**src/rtl/indexreg_pkg.sv**
```systemverilog
// Shared types and sizing for the 16x4 index register file and its burst reader.
package indexreg_pkg;

  localparam int unsigned IDX_AW    = 4;
  localparam int unsigned IDX_DW    = 4;
  localparam int unsigned IDX_DEPTH = 16;

  typedef enum logic [1:0] {
    IDLE  = 2'd0,
    FETCH = 2'd1,
    SEND  = 2'd2
  } state_t;

endpackage

```
**src/rtl/indexreg_reader.sv**
```systemverilog
// Burst reader: walks a wrapping address range of the index register file and streams words out.
// Optional XOR checksum output enabled by defining INDEXREG_READER_CSUM_EN.
module indexreg_reader
  import indexreg_pkg::*;
#(
  parameter int unsigned AW = IDX_AW,
  parameter int unsigned DW = IDX_DW,
  parameter int unsigned CW = 5
) (
  input  logic          CLK,
  input  logic          RST_N,
  input  logic          START,
  input  logic [AW-1:0] BASE,
  input  logic [CW-1:0] COUNT,
  output logic          BUSY,
  output logic [AW-1:0] R_ADDR,
  input  logic [DW-1:0] R_DATA,
  output logic [DW-1:0] OUT_DATA,
  output logic [AW-1:0] OUT_ADDR,
  output logic          OUT_VALID,
  input  logic          OUT_READY,
  output logic          DONE
`ifdef INDEXREG_READER_CSUM_EN
  ,
  output logic [DW-1:0] CSUM
`endif
);

  localparam int unsigned DEPTH = 2 ** AW;

  state_t        state_q, state_n;
  logic [AW-1:0] addr_q, addr_n;
  logic [CW-1:0] rem_q, rem_n;
  logic [CW-1:0] count_sat;
  logic [DW-1:0] data_q, data_n;
  logic [AW-1:0] oaddr_q, oaddr_n;
  logic          valid_q, valid_n;
  logic          done_q, done_n;
  logic          busy_q, busy_n;
`ifdef INDEXREG_READER_CSUM_EN
  logic [DW-1:0] csum_q, csum_n;
`endif

  // Requests longer than the file clamp to one full pass.
  assign count_sat = (COUNT > CW'(DEPTH)) ? CW'(DEPTH) : COUNT;

  // Next-state and datapath updates.
  always_comb begin
    state_n = state_q;
    addr_n  = addr_q;
    rem_n   = rem_q;
    data_n  = data_q;
    oaddr_n = oaddr_q;
    valid_n = valid_q;
    done_n  = 1'b0;
`ifdef INDEXREG_READER_CSUM_EN
    csum_n  = csum_q;
`endif
    unique case (state_q)
      IDLE: begin
        // The DONE cycle is still part of the previous burst, so START is ignored there.
        if (START && !done_q && (COUNT != '0)) begin
          addr_n  = BASE;
          rem_n   = count_sat;
          state_n = FETCH;
`ifdef INDEXREG_READER_CSUM_EN
          csum_n  = '0;
`endif
        end
      end
      FETCH: begin
        data_n  = R_DATA;
        oaddr_n = addr_q;
        valid_n = 1'b1;
        state_n = SEND;
`ifdef INDEXREG_READER_CSUM_EN
        csum_n  = csum_q ^ R_DATA;
`endif
      end
      SEND: begin
        if (OUT_READY) begin
          valid_n = 1'b0;
          if (rem_q == CW'(1)) begin
            done_n  = 1'b1;
            state_n = IDLE;
          end else begin
            addr_n  = addr_q + AW'(1);
            rem_n   = rem_q - CW'(1);
            state_n = FETCH;
          end
        end
      end
      default: state_n = IDLE;
    endcase
    busy_n = (state_n != IDLE) || done_n;
  end

  // State and output registers.
  always_ff @(posedge CLK) begin
    if (!RST_N) begin
      state_q <= IDLE;
      addr_q  <= '0;
      rem_q   <= '0;
      data_q  <= '0;
      oaddr_q <= '0;
      valid_q <= 1'b0;
      done_q  <= 1'b0;
      busy_q  <= 1'b0;
`ifdef INDEXREG_READER_CSUM_EN
      csum_q  <= '0;
`endif
    end else begin
      state_q <= state_n;
      addr_q  <= addr_n;
      rem_q   <= rem_n;
      data_q  <= data_n;
      oaddr_q <= oaddr_n;
      valid_q <= valid_n;
      done_q  <= done_n;
      busy_q  <= busy_n;
`ifdef INDEXREG_READER_CSUM_EN
      csum_q  <= csum_n;
`endif
    end
  end

  // addr only moves when entering FETCH, so it doubles as the held read address.
  assign R_ADDR    = addr_q;
  assign OUT_DATA  = data_q;
  assign OUT_ADDR  = oaddr_q;
  assign OUT_VALID = valid_q;
  assign DONE      = done_q;
  assign BUSY      = busy_q;
`ifdef INDEXREG_READER_CSUM_EN
  assign CSUM      = csum_q;
`endif

endmodule

```
**config.mk**
```make
export PLATFORM = sky130hd
export DESIGN_NAME = indexreg_reader
export DESIGN_NICKNAME = d
export VERILOG_FILES = /design/src/rtl/indexreg_pkg.sv /design/src/rtl/indexreg_reader.sv
export SDC_FILE = /design/constraint.sdc
export NUM_CORES = 1
export LEC_CHECK = 0
export ABC_AREA = 1
export CORE_UTILIZATION = 50
export DETAILED_ROUTE_END_ITERATION = 10
export GPL_TIMING_DRIVEN = 0
export PLACE_DENSITY = 0.79
export SETUP_SLACK_MARGIN = 0.02
export SYNTH_ARGS = -nofsm -noshare
export SYNTH_HDL_FRONTEND = slang
export SYNTH_SLANG_ARGS = --single-unit
```
**constraint.sdc**
```tcl
create_clock -name CLK -period 4 [get_ports CLK]
set_clock_uncertainty 0.2 [all_clocks]
set_input_delay 0.4 -clock CLK [delete_from_list [all_inputs] [get_ports CLK]]
set_output_delay 0.4 -clock CLK [all_outputs]
set_load 0.02 [all_outputs]
```
==> metrics.csv, run 1 <==
metric,value,unit
Antenna Cells,0,
sequential fraction of the synthesis area,38.9,%
Finished Cell Area,0.00150,sq mm
Inserted Clock Buffers,3,
Total GRT Usage,23.6,%
Synth Warn #,0,
1st-iter DRT viols,25,
Layout Cells excl Fill,223,
Final Total Pwr,0.547,mW
Vias per Instance,5.02,
R2R depth,8,
Synth Register Bits,22,
Tmin final,2.02,ns
core box area,0.00204,sq mm
clock root buffer,clkbuf_4,
CP cell instances,clkdlybuf4s50_1,
unrepaired setup endpoints after global routing,false,
post-synthesis adder-cell area fraction,3.31,%
CP max stage delay,0.65,ns
Port Buf Inserts,30,
Synth cell types,23,
reg2reg end,rem_q[4]$_SDFFE_PN0P_,
CP endpoint kind,primary output,
CTS tree,built,
worst endpoint data arrival time,1.42,ns
Max Slew Vio Count,0,
clock sinks,22,
first drt pass iteration count,6,
Layout area overhead,32.7,%
row cnt,16,
placed cell area,0.00147,sq mm
CP startpoint kind,flip-flop,
Ports,32,
Resize count post-CTS,0,
FF-to-FF Start,rem_q[1]$_SDFFE_PN0P_,
H-tree depth,1,
Synth top area share,38.9,%
Synth Area in Compound Gates,7.96,%
Max-slew headroom,79.7,%
"Net Count, Synth",182,
R2R Setup Slk,2.49,ns
pwr/cell area,364,mW/mm^2
xor and xnor fraction of the mapped netlist area,1.55,%
worst slew pin tran,0.305,ns
Clock Path Buffers,2,
Final Hold Fails,0,
Max Clk Rate,496,MHz
Worst Path Buf+Inv,1,
Simple-Gate Fraction of Synth Area,40.1,%
DRC errors left,0,
multiplexer share of the synthesized area,0,%
dpl cells,219,
Worst Hold Class,in2reg,
Clock Latency Late Sink,0.30,ns
slowest CP cell,clkdlybuf4s50_1,
final setup fails,0,
Detailed Route WL,2580,um
Lkg Pwr,0.669,nW
Critical Path Sink,R_ADDR[0],
vias,1120,
Die Wd,49.6,um
Die ar.,0.00246,sq mm
Avg WL per Cell,11.6,um
vias in the first global route,1072,
"Req. time, crit path",3.40,ns
CP max FO,6,
Starting Density,55.5,%
die height,49.6,um
Worst-path clk slew,0.12,ns
Setup CP Type,reg2out,
RePlAce Congestion,0.864,
nets@finish,217,
dominant cells by area after synthesis,"dfxtp_1 39%, nor2_1 11%, nand2_1 11%",
Levels on crit path,1,
global-route wire length before repair,4520,um
largest family of logic cells by synthesized area,simple AND/OR/NAND/NOR gates,
share of layout cells above drive strength 1,10.7,%
Max rail drop VDD,0.277,mV
CP top delay family,buffers and inverters,
largest net degree at the start of global routing,13,
Final Cycle Share,50.4,%
Syn Std Cell Area,0.00113,sq mm
CTS hold repair buffers,0,
max_cap viols,0,
Setup Buffers After CTS,0,
Synth area leader,dfxtp_1,
gr ovfl total,0,
Synth Area per Inst,6.99,sq um
Mapped Cells,162,
initial antenna violation count,0,
hpwl dp,1970,um
status,completed,
DRT antenna net count,0,
Setup crit start,R_ADDR[0]$_SDFFE_PN0P_,
setup_tns,0,ns
==> worst min path at each step <==
stage | from | end | slack, ns | cells after the start
final | RST_N | OUT_DATA[2]$_SDFFE_PN0P_ | 0.25 | 3
after global routing | RST_N | OUT_DATA[2]$_SDFFE_PN0P_ | 0.32 | 3
after CTS | RST_N | OUT_DATA[2]$_SDFFE_PN0P_ | 0.25 | 3
after detailed placement | OUT_DATA[1]$_SDFFE_PN0P_ | OUT_DATA[1]$_SDFFE_PN0P_ | 0.27 | 2
after global placement | OUT_DATA[2]$_SDFFE_PN0P_ | OUT_DATA[2]$_SDFFE_PN0P_ | 0.26 | 2
after floorplan | OUT_READY | DONE$_SDFF_PN0_ | 0.35 | 2
==> metal layers <==
layer | vias to the layer above | wire, um | GRT usage [%]
met5 | - | 0 | 0
met4 | 0 | 27 | 9.05
met3 | 4 | 131 | 4.01
met2 | 29 | 1280 | 40.5
met1 | 507 | 1140 | 29.1
li1 | 580 | - | -
==> final cells by class <==
cell class              count  area [sq um]
flip-flops and latches     22           440
plain buffers               4          23.8
repair buffers             30           300
fillers                   169           539
multi-input cells         119           599
inverters                  17          68.8
well taps                  27          33.8
clock buffers               4          36.3
==> power by group <==
group / switching (mW) / internal, mW
clock network: 0.0647 / 0.0554
registers: 0.0175 / 0.240
logic: 0.0934 / 0.0760
total: 0.176 / 0.372
==> through the flow <==
| stage | worst slack (ns) | util, % | hold WS, ns |
|---|---|---|---|
| 2_1_floorplan | 2.67 | - | 0.353 |
| 3_3_place_gp | 2.18 | 71.8 | 0.264 |
| 3_5_place_dp | 2.13 | 71.8 | 0.274 |
| 4_1_cts | 1.97 | 73.6 | 0.251 |
| 5_1_grt | 1.95 | 73.6 | 0.324 |
| 6_report | 1.98 | 73.6 | 0.254 |
==> synth_stat cells <==
master and instances:
a21oi_1 4, buf_2 1, buf_4 2, clkbuf_1 1, dfxtp_1 22, ha_1 3
inv_1 14, inv_2 2, inv_6 1, nand2_1 32, nand2_4 4, nand3_1 17
nand3_2 1, nand3b_1 1, nand4_1 1, nor2_1 33, nor2_2 3, nor2_4 2
nor3_1 1, nor3_2 1, o21ai_0 12, o21ai_1 2, xnor2_1 2
==> cells in the final DEF, fill, tap and decap left out <==
master           count
a21oi_1              4
buf_2                1
buf_4                2
clkbuf_1             1
clkbuf_4             3
clkbuf_8             1
clkdlybuf4s50_1     30
dfxtp_1             22
ha_1                 3
inv_1               14
inv_2                2
inv_6                1
nand2_1             32
nand2_4              4
nand3_1             17
nand3_2              1
nand3b_1             1
nand4_1              1
nor2_1              33
nor2_2               3
nor2_4               2
nor3_1               1
nor3_2               1
o21ai_0             12
o21ai_1              2
xnor2_1              2
==> state kept, by name, indices dropped and copies added (netlist names) <==
signal and cells:
BUSY 1, OUT_ADDR 4, state_q 2, OUT_VALID 1, rem_q 5, DONE 1, OUT_DATA 4, R_ADDR 4
==> cell families (layout without fill, tap and decap cells) <==
family                     count (synthesis)  in the layout
buffers and inverters                     21             55
DFF                                       22             22
xor gates and xnor gates                   2              2
and+or+nand+nor                           96             96
adders and majority gates                  3              3
AOI/OAI and AO/OA                         18             18
Power figures use the tool's default switching activity.
==> run 2: changes to the inputs <==
Settings changed: CORE_UTILIZATION 50 to 42, PLACE_DENSITY 0.79 to 0.7.
Clock period 4 ns to 1.8 ns, I/O delays scaled along.
==> metrics.csv, run 2 (synthesized netlist as in run 1, its figures left out) <==
metric,value,unit
Lkg Pwr,0.691,nW
initial antenna violation count,0,
placed cell area,0.00147,sq mm
vias in the first global route,977,
Ports,32,
largest net degree at the start of global routing,13,
Worst Path Buf+Inv,1,
Hold Path Origin,RST_N,
final setup fails,0,
Layout area overhead,33.0,%
gr ovfl total,0,
Layout Cells excl Fill,226,
pwr/cell area,811,mW/mm^2
reg2reg end,rem_q[2]$_SDFFE_PN0P_,
most frequent cells in the layout,"33 x nor2_1, 32 x nand2_1, 27 x clkdlybuf4s50_1",
Worst Hold Class,in2reg,
Inserted Clock Buffers,3,
"commonest non-fill, non-tap cell in the layout",nor2_1,
Max Clk Rate,600,MHz
# fillers,253,
Die ar.,0.00291,sq mm
RePlAce Congestion,0.837,
Final Total Pwr,1.22,mW
worst endpoint data arrival time,1.29,ns
FF-to-FF Start,rem_q[0]$_SDFFE_PN0P_,
R2R depth,6,
CP top delay family,buffers and inverters,
Max-slew headroom,76.6,%
Setup Buffers After CTS,0,
Max rail drop VDD,0.572,mV
Max Slew Vio Count,0,
clock root buffer,clkbuf_4,
Vias per Instance,4.87,
CP startpoint kind,flip-flop,
Final Cycle Share,92.6,%
max reg flops,5,
clock sinks,22,
CP cell instances,clkdlybuf4s50_1,
"Req. time, crit path",1.42,ns
Clock Latency Late Sink,0.32,ns
Clock Path Buffers,2,
CP max FO,3,
worst slew pin tran,0.351,ns
Levels on crit path,1,
Antenna Cells,0,
Setup CP Type,reg2out,
vias,1101,
first drt pass iteration count,4,
hpwl dp,1890,um
unrepaired setup endpoints after global routing,false,
nets@finish,217,
CTS tree,built,
status,completed,
row cnt,18,
Avg WL per Cell,11.4,um
DRC errors left,0,
setup_tns,0,ns
hold depth,3,
Port Buf Inserts,30,
Tmin final,1.67,ns
final core utilization,59.7,%
die height,53.9,um
1st-iter DRT viols,22,
H-tree depth,1,
Detailed Route WL,2580,um
slowest CP cell,clkdlybuf4s50_1,
Total GRT Usage,20.2,%
Worst Hold Path EP,OUT_DATA[2]$_SDFFE_PN0P_,
dpl cells,222,
Die Wd,53.9,um
DRT antenna net count,0,
Finished Cell Area,0.00151,sq mm
Reg with most FFs,rem_q,
R2R Setup Slk,0.29,ns
core box area,0.00252,sq mm
Worst-path clk slew,0.12,ns
global-route wire length before repair,4190,um
max_cap viols,0,
Starting Density,44.9,%
share of layout cells above drive strength 1,10.7,%
Final Hold Fails,0,
CP max stage delay,0.61,ns
CP endpoint kind,primary output,
[run 2: changes by cell type in the layout (fill, tap and decap cells not counted), sizes merged]
cell	previous run	this run
clkdlybuf4s50	30	27
dlygate4sd2	0	2
dlymetal6s2s	0	1
[run 2: per-stage QoR]
step           setup slack [ns]  hold slack, ns
2_1_floorplan             0.468           0.133
3_5_place_dp              0.164           0.273
6_report                  0.133          0.0453
4_1_cts                  0.0210          0.0255
3_3_place_gp              0.187           0.263
5_1_grt                  0.0914          0.0417
[run 2: timing repair]
action / CTS / global route
resized for setup: 2 / 1
endpoints found under the setup margin: 2 / 1
hold buffers: 0 / 0
[run 2: layout make-up]
cell class	instances	area, sq um	area share, %
Buffer	4	23.8	1.58
Clock buffer	4	36.3	2.41
Inverter	17	68.8	4.57
Multi-Input combinational cell	119	599	39.8
Sequential cell	22	440	29.2
Tap cell	30	37.5	2.49
Timing Repair Buffer	30	300	19.9
[run 2: how the worst max path moves through the flow]
stage                                      start                     end  slack (ns)
after floorplan           R_ADDR[1]$_SDFFE_PN0P_  R_ADDR[1]$_SDFFE_PN0P_        0.47
after global placement                 OUT_READY   rem_q[3]$_SDFFE_PN0P_        0.19
after detailed placement               OUT_READY   rem_q[3]$_SDFFE_PN0P_        0.16
after CTS                 R_ADDR[0]$_SDFFE_PN0P_               R_ADDR[0]        0.02
after global routing      R_ADDR[3]$_SDFFE_PN0P_               R_ADDR[3]        0.09
final                     R_ADDR[3]$_SDFFE_PN0P_               R_ADDR[3]        0.13
[run 2: where the power goes]
group | switching (mW) | internal (mW) | leakage [nW]
registers | 0.0374 | 0.534 | 0.181
clock network | 0.156 | 0.124 | 0.0210
logic | 0.205 | 0.165 | 0.489
total | 0.398 | 0.823 | 0.691
[run 2: routing by layer]
metal / up-vias / track usage, % / wire, um
met2: 25 / 34.8 / 1220
met4: 0 / 9.21 / 38
met3: 5 / 2.54 / 96
met1: 490 / 24.7 / 1220
li1: 581 / - / -
met5: - / 0 / 0
[run 2: tightest hold or removal path, delay by kind of cell]
kind                   cells  cell delay [ns]
AO/OA/AOI/OAI              1             0.12
buffers and inverters      1             0.18
AND/OR/NAND/NOR            1             0.04
==> run 3: changes to the inputs <==
Settings changed: CORE_UTILIZATION 42 to 46, PLACE_DENSITY 0.7 to 0.73.
Clock period 1.8 ns to 1.6 ns, I/O delays scaled along.
==> metrics.csv, run 3 (synthesized netlist as in run 1, its figures left out) <==
metric,value,unit
final setup fails,0,
CP endpoint kind,primary output,
"Req. time, crit path",1.24,ns
Starting Density,49.8,%
first drt pass iteration count,7,
DRT antenna net count,0,
hpwl dp,2020,um
Layout area overhead,35.8,%
global-route wire length before repair,4430,um
CP max stage delay,0.45,ns
Port Buf Inserts,30,
Antenna Cells,0,
Worst-path clk slew,0.13,ns
max_cap viols,0,
Final Cycle Share,92.6,%
Total GRT Usage,22.4,%
Finished Cell Area,0.00154,sq mm
initial antenna violation count,0,
Ports,32,
Avg WL per Cell,12.2,um
Worst Path Buf+Inv,1,
clock sinks,22,
CTS tree,built,
H-tree depth,1,
status,completed,
DRC errors left,0,
Inserted Clock Buffers,3,
"commonest non-fill, non-tap cell in the layout",nor2_1,
Setup CP Type,reg2out,
Final Hold Fails,0,
slowest CP cell,dfxtp_1,
worst hold margin,0.235,ns
gr ovfl total,0,
unrepaired setup endpoints after global routing,true,
pwr/cell area,891,mW/mm^2
CP cell instances,dlygate4sd2_1,
Die Wd,51.6,um
core box area,0.00228,sq mm
placed cell area,0.00147,sq mm
row cnt,17,
worst slew pin tran,0.280,ns
vias in the first global route,998,
Clock Latency Late Sink,0.31,ns
Worst Hold Class,in2reg,
Detailed Route WL,2790,um
1st-iter DRT viols,27,
worst endpoint data arrival time,1.12,ns
nets@finish,222,
vias,1134,
die height,51.6,um
most frequent cells in the layout,"33 x nor2_1, 32 x nand2_1, 22 x dfxtp_1",
Max Clk Rate,675,MHz
Reg with most FFs,rem_q,
Clock Path Buffers,2,
Lkg Pwr,0.747,nW
Vias per Instance,4.95,
RePlAce Congestion,0.809,
Max rail drop VDD,0.602,mV
setup_tns,0,ns
share of layout cells above drive strength 1,13.4,%
max reg flops,5,
clock root buffer,clkbuf_4,
CP startpoint kind,flip-flop,
CP top delay family,flip-flops,
Max Slew Vio Count,0,
Tmin final,1.48,ns
CP max FO,6,
Die ar.,0.00266,sq mm
largest net degree at the start of global routing,13,
Max-slew headroom,81.3,%
[run 3: cell types whose count changed in the layout (fill, tap and decap cells not counted)]
cell             previous run  this run
dlymetal6s2s_1              1         0
dlygate4sd3_1               0         1
ha_1                        3         2
nand3_2                     1         0
buf_4                       2         6
clkbuf_1                    1         0
clkdlybuf4s50_1            27        15
nand3_4                     0         1
ha_2                        0         1
nand2_2                     0         1
dlygate4sd2_1               2        15
[run 3: metal layers]
layer | share of wire [%] | wire [um] | global-route usage, %
met1 | 46 | 1280 | 26.8
met2 | 47 | 1320 | 41.1
met3 | 6.2 | 174 | 5.26
met4 | 0.50 | 14 | 2.70
met5 | 0 | 0 | 0
[run 3: final cells by class]
| cell class | count | area [sq um] |
|---|---|---|
| buffer | 3 | 20.0 |
| clock buffer | 4 | 36.3 |
| fill | 199 | 738 |
| inverter | 17 | 68.8 |
| multi-input combinational | 120 | 616 |
| sequential | 22 | 440 |
| tap | 28 | 35.0 |
| timing repair buffer | 35 | 322 |
[run 3: what timing repair did]
item                                    CTS  global route
endpoints found under the setup margin   15             5
pin swaps                                 0             1
hold buffers                              1             0
gates cloned                              0             1
setup buffers                             0             4
gates resized for setup                  15             2
endpoints found under the hold margin     2             0
[run 3: worst paths after layout]
check,start,endpoint,slack (ns),depth (start not counted)
min reg2reg,OUT_DATA[0]$_SDFFE_PN0P_,OUT_DATA[0]$_SDFFE_PN0P_,0.30,2
max,R_ADDR[1]$_SDFFE_PN0P_,R_ADDR[1],0.12,1
min,OUT_READY,DONE$_SDFF_PN0_,0.23,3
max reg2reg,rem_q[1]$_SDFFE_PN0P_,R_ADDR[3]$_SDFFE_PN0P_,0.13,8
[run 3: power by group]
| part | leakage, nW | internal, mW | switching, mW | total, mW |
|---|---|---|---|---|
| clock network | 0.0210 | 0.139 | 0.173 | 0.312 |
| logic | 0.545 | 0.173 | 0.243 | 0.416 |
| registers | 0.181 | 0.601 | 0.0417 | 0.643 |
| total | 0.747 | 0.913 | 0.457 | 1.37 |
[run 3: stage by stage]
step / cells / util [%] / power (mW) / setup slack [ns]
floorplan: 162 / - / 0.918 / 0.268
global placement: 220 / 64.5 / 1.06 / 0.0101
detailed placement: 220 / 64.5 / 1.08 / 0.000808
CTS: 225 / 65.7 / 1.36 / 0.113
global route: 229 / 67.6 / 1.45 / 0.00880
finish: 229 / 67.6 / 1.37 / 0.119
[run 3: worst min-delay path, delay by kind of cell]
| family | cells | cell delay [ns] |
|---|---|---|
| simple gates | 2 | 0.14 |
| buf+inv | 1 | 0.42 |
